`src/rtl/xor_cipher_key_loader.sv`:
```
// xor_cipher_key_loader
// Serially loads an M-bit key into the XOR cipher's configuration chain,
// recirculates it once more to read it back and verify it, and keeps the
// cipher's transmit/receive enables low until a verified key is in place.
module xor_cipher_key_loader #(
  parameter int M = 32
) (
  input  logic         clk,
  input  logic         rst_n,
  input  logic         load_req,
  input  logic [M-1:0] key_in,
  input  logic         tx_en_req,
  input  logic         rx_en_req,
  input  logic         cfg_sdi,
  output logic         cfg_en,
  output logic         cfg_sdo,
  output logic         tx_en,
  output logic         rx_en,
  output logic         busy,
  output logic         key_valid,
  output logic         load_done,
  output logic         load_err
);

  localparam int CW = (M > 2) ? $clog2(M) : 1;
  localparam logic [CW-1:0] CNT_LAST = CW'(M - 1);

  typedef enum logic [1:0] {
    ST_IDLE   = 2'd0,
    ST_LOAD   = 2'd1,
    ST_VERIFY = 2'd2
  } state_t;

  state_t        state_reg;
  logic [CW-1:0] cnt_reg;
  logic [M-1:0]  shadow_reg;
  logic          mismatch_reg;
  logic          key_valid_reg;
  logic          load_done_reg;
  logic          load_err_reg;
  logic          tx_en_reg;
  logic          rx_en_reg;

  logic [CW-1:0] bit_idx;
  logic          cur_bit;
  logic          cnt_last;
  logic          bit_miss;

  // Key is sent MSB first: bit position counts down as cnt counts up.
  assign bit_idx  = CNT_LAST - cnt_reg;
  assign cur_bit  = shadow_reg[bit_idx];
  assign cnt_last = (cnt_reg == CNT_LAST);
  // During VERIFY the chain's oldest stage must equal the bit being re-sent.
  assign bit_miss = (cfg_sdi != cur_bit);

  // Chain-facing controls decode from registered state only, so load_req
  // never reaches the cipher combinationally.
  assign busy    = (state_reg != ST_IDLE);
  assign cfg_en  = busy;
  assign cfg_sdo = busy & cur_bit;

  assign tx_en     = tx_en_reg;
  assign rx_en     = rx_en_reg;
  assign key_valid = key_valid_reg;
  assign load_done = load_done_reg;
  assign load_err  = load_err_reg;

  // Load/verify sequencer with registered status flags and gated enables.
  always_ff @(posedge clk or negedge rst_n) begin
    if (!rst_n) begin
      state_reg     <= ST_IDLE;
      cnt_reg       <= '0;
      shadow_reg    <= '0;
      mismatch_reg  <= 1'b0;
      key_valid_reg <= 1'b0;
      load_done_reg <= 1'b0;
      load_err_reg  <= 1'b0;
      tx_en_reg     <= 1'b0;
      rx_en_reg     <= 1'b0;
    end else begin
      load_done_reg <= 1'b0;
      case (state_reg)
        ST_IDLE: begin
          if (load_req) begin
            shadow_reg    <= key_in;
            cnt_reg       <= '0;
            mismatch_reg  <= 1'b0;
            load_err_reg  <= 1'b0;
            key_valid_reg <= 1'b0;
            // Enables drop on the same edge busy rises.
            tx_en_reg     <= 1'b0;
            rx_en_reg     <= 1'b0;
            state_reg     <= ST_LOAD;
          end else begin
            tx_en_reg <= tx_en_req & key_valid_reg;
            rx_en_reg <= rx_en_req & key_valid_reg;
          end
        end

        ST_LOAD: begin
          tx_en_reg <= 1'b0;
          rx_en_reg <= 1'b0;
          if (cnt_last) begin
            cnt_reg   <= '0;
            state_reg <= ST_VERIFY;
          end else begin
            cnt_reg <= cnt_reg + CW'(1);
          end
        end

        ST_VERIFY: begin
          tx_en_reg <= 1'b0;
          rx_en_reg <= 1'b0;
          if (cnt_last) begin
            cnt_reg   <= '0;
            state_reg <= ST_IDLE;
            // Final bit is folded in here rather than via mismatch_reg.
            if (mismatch_reg | bit_miss) begin
              load_err_reg <= 1'b1;
            end else begin
              key_valid_reg <= 1'b1;
              load_done_reg <= 1'b1;
            end
          end else begin
            cnt_reg      <= cnt_reg + CW'(1);
            mismatch_reg <= mismatch_reg | bit_miss;
          end
        end

        default: begin
          state_reg <= ST_IDLE;
          cnt_reg   <= '0;
          tx_en_reg <= 1'b0;
          rx_en_reg <= 1'b0;
        end
      endcase
    end
  end

endmodule

```
`config.mk`:
```
export PLATFORM = sky130hd
export DESIGN_NAME = xor_cipher_key_loader
export DESIGN_NICKNAME = d
export VERILOG_FILES = /design/src/rtl/xor_cipher_key_loader.sv
export SDC_FILE = /design/constraint.sdc
export NUM_CORES = 1
export LEC_CHECK = 0
export CORE_AREA = 4 4 79 81
export DETAILED_ROUTE_END_ITERATION = 12
export DIE_AREA = 0 0 83 85
export GPL_TIMING_DRIVEN = 0
export PLACE_DENSITY = 0.61
export SLEW_MARGIN = 20
export SYNTH_ARGS = -nofsm -noshare
export SYNTH_HDL_FRONTEND = slang
export SYNTH_SLANG_ARGS = --single-unit
```
`constraint.sdc`:
```
create_clock -name clk -period 2.3 [get_ports clk]
set_input_delay 0.69 -clock clk [delete_from_list [all_inputs] [get_ports clk]]
set_output_delay 0.69 -clock clk [all_outputs]
set_load 0.02 [all_outputs]
```
==> flow_metrics.env <==
export IMPL_hold_slack_ns=0.345
export IMPL_tns_ns=-0.392
export IMPL_die_y_um=85
export IMPL_p_total_mw=3.26
export IMPL_grt_max_degree=27
export IMPL_syn_avg_cell_area_um2=12.3
export IMPL_grt_usage=0.131
export IMPL_setup_slack_ns=-0.392
export IMPL_arrival_ns=2.00
export IMPL_utilization=0.531
export IMPL_drtIter0Drc=64
export IMPL_cts_buffer_depth=2
export IMPL_leakage_nw=1.26
export IMPL_drc=0
export IMPL_critical_path_class="flip-flop to output pin"
export IMPL_htreeDepth=2
export IMPL_ys_seq_elements=45
export IMPL_fillers=513
export IMPL_fp_dieArea_um2=7060
export IMPL_syn_instance_count=177
export IMPL_via_per_inst=5.03
export IMPL_final_common_cell="dfrtp_1"
export IMPL_path_max_fanout=7
export IMPL_critPathRequiredTime_ns=1.61
export IMPL_io_pins=46
export IMPL_antenna_found_initial=0
export IMPL_worst_pin_slew_ns=0.562
export IMPL_ir_worst_vdd_v=0.000508
export IMPL_routed_wl_um=4390
export IMPL_synthDistinctLibCells=32
export IMPL_violations="setup timing"
export IMPL_path_clk_slew_ns=0.07
export IMPL_placed_cells_incl_taps=295
export IMPL_fin_skew_ns=0.00161
export IMPL_syn2layout_area_growth_pct=33.9
export IMPL_hold_path_class="primary input to asynchronous set/reset pin"
export IMPL_slew_violations=0
export IMPL_fin_cells=309
export IMPL_drive_above_1_share=0.253
export IMPL_drt_first_pass_iters=4
export IMPL_start_util=0.397
export IMPL_cts_sinks=45
export IMPL_layout_nets=280
export IMPL_cap_viol_max_count=0
export IMPL_vias=1553
export IMPL_hpwl_um=3260
export IMPL_io_buffers=45
export IMPL_clock_latency_ns=0.29
export IMPL_dpl_instance_area_um2=2730
export IMPL_cts_root_buf="clkbuf_8"
export IMPL_p_per_area_nw_per_um2=1120
export IMPL_fin_crit_sh=1.17
export IMPL_largest_reg_flops=32
export IMPL_rsz0062_at_grt="true"
export IMPL_grt_pass1_wl_um=7380
export IMPL_num_antenna_cells=0
export IMPL_die_width_um=83
export IMPL_coreArea_um2=5470
export IMPL_yosys_warnings=0
export IMPL_syn_area_um2=2170
export IMPL_cts_tree="built"
export IMPL_slew_headroom=0.625
export IMPL_gp_congestion=0.776
export IMPL_grt_pass1_vias=1596
export IMPL_dp_slack_ns=-0.536
export IMPL_post_drt_wl_per_cell_um=14.2
export IMPL_setup_violations=1
export IMPL_final_cell_area_um2=2910
export IMPL_rows=27
export IMPL_hold_viol=0
export IMPL_ant_nets=0
export IMPL_finalCriticalPeriod_ns=2.69
export IMPL_cp_end_kind="output pin"
export IMPL_grt_overflow=0
export IMPL_synthesis_nets=220
export IMPL_startpoint_type="flip-flop"
export IMPL_status="finished, violations left"
export IMPL_seq_area_frac_synth=0.518
export IMPL_fmax_mhz=371
export IMPL_regArea_um2=1130
export IMPL_final_cell_mix="dfrtp_1 (45), clkdlybuf4s50_1 (41), mux2_2 (32), mux2i_1 (14), nand2_1 (12)"
export IMPL_cts_buffers=5
export IMPL_multiInputGateArea_um2=993
==> power breakdown <==
group	total (mW)	internal, mW	switching (mW)
combinational	1.51	0.850	0.660
clock	0.481	0.238	0.243
sequential	1.27	1.11	0.159
==> Yosys cell counts <==
cell,n,share of area
a211oi_1,1,0.0035
a21boi_0,1,0.0035
a21oi_1,5,0.012
a22oi_1,4,0.014
a311oi_2,1,0.0069
a31oi_1,1,0.0029
a41o_1,2,0.0092
and2b_1,1,0.0035
and3_1,6,0.017
buf_12,1,0.0092
buf_2,1,0.0023
buf_4,2,0.0069
buf_6,1,0.0052
clkbuf_1,5,0.0086
dfrtp_1,45,0.52
ha_1,5,0.029
inv_1,4,0.0069
mux2_2,32,0.17
mux2i_1,17,0.078
nand2_1,12,0.021
nand2b_1,2,0.0058
nand3_1,6,0.014
nand4_1,1,0.0029
nand4b_1,2,0.0081
nor2_1,6,0.010
nor2_2,1,0.0029
nor2b_1,1,0.0029
nor2b_2,1,0.0040
o21a_1,1,0.0035
o21ai_0,7,0.016
o22ai_1,1,0.0029
o31ai_1,1,0.0035
==> what timing repair did <==
item | 4_1_cts | 5_1_grt
gates resized for setup | 7 | 6
buffers inserted | 7 | 0
endpoints found under the setup margin | 3 | 6
pin swaps | 1 | 1
hold buffers | 0 | 0
gates cloned | 0 | 0
==> per-layer routing <==
| layer | GRT usage | routed length [µm] |
|---|---|---|
| met2 | 0.219 | 2130 |
| met3 | 0.0466 | 199 |
| met1 | 0.162 | 2020 |
| met4 | 0.0357 | 46 |
| met5 | 0 | 0 |
==> path summary, 6_finish.rpt <==
path | from | to | slack (ns) | cells after the start
setup / recovery | cnt_reg[1]$_DFFE_PN0P_ | cfg_sdo | -0.39 | 8
setup reg to reg | cnt_reg[1]$_DFFE_PN0P_ | mismatch_reg$_DFFE_PN0P_ | 0.11 | 9
hold reg to reg | shadow_reg[7]$_DFFE_PN0P_ | shadow_reg[7]$_DFFE_PN0P_ | 0.51 | 1
hold / removal | rst_n | shadow_reg[12]$_DFFE_PN0P_ | 0.34 | 1
max in group asynchronous | rst_n | load_done$_DFF_PN0_ | 1.45 | 2
min in group clk | shadow_reg[7]$_DFFE_PN0P_ | shadow_reg[7]$_DFFE_PN0P_ | 0.51 | 1
==> cell type report <==
cell class / count / share of cell area
clock buffer: 7 / 0.0297
buffer: 10 / 0.0254
inverter: 4 / 0.00516
multi-input combinational: 118 / 0.342
tap: 72 / 0.0310
timing repair buffer: 53 / 0.180
sequential: 45 / 0.387
==> cells by family after synthesis <==
kind of cell / share of synthesized area
mux: 0.244
compound gates: 0.0772
flops: 0.518
fa+ha+maj: 0.0288
simple gates: 0.0922
buf+inv: 0.0392
==> worst max-delay path: stages, from the launching register on <==
cell	delay, ns
dfrtp_1	0.41
buf_8	0.14
buf_12	0.13
buf_4	0.14
mux2i_1	0.19
a31oi_1	0.12
a311oi_2	0.35
nor2_1	0.06
buf_2	0.16
No activity file was read; power rests on OpenSTA's default activity.
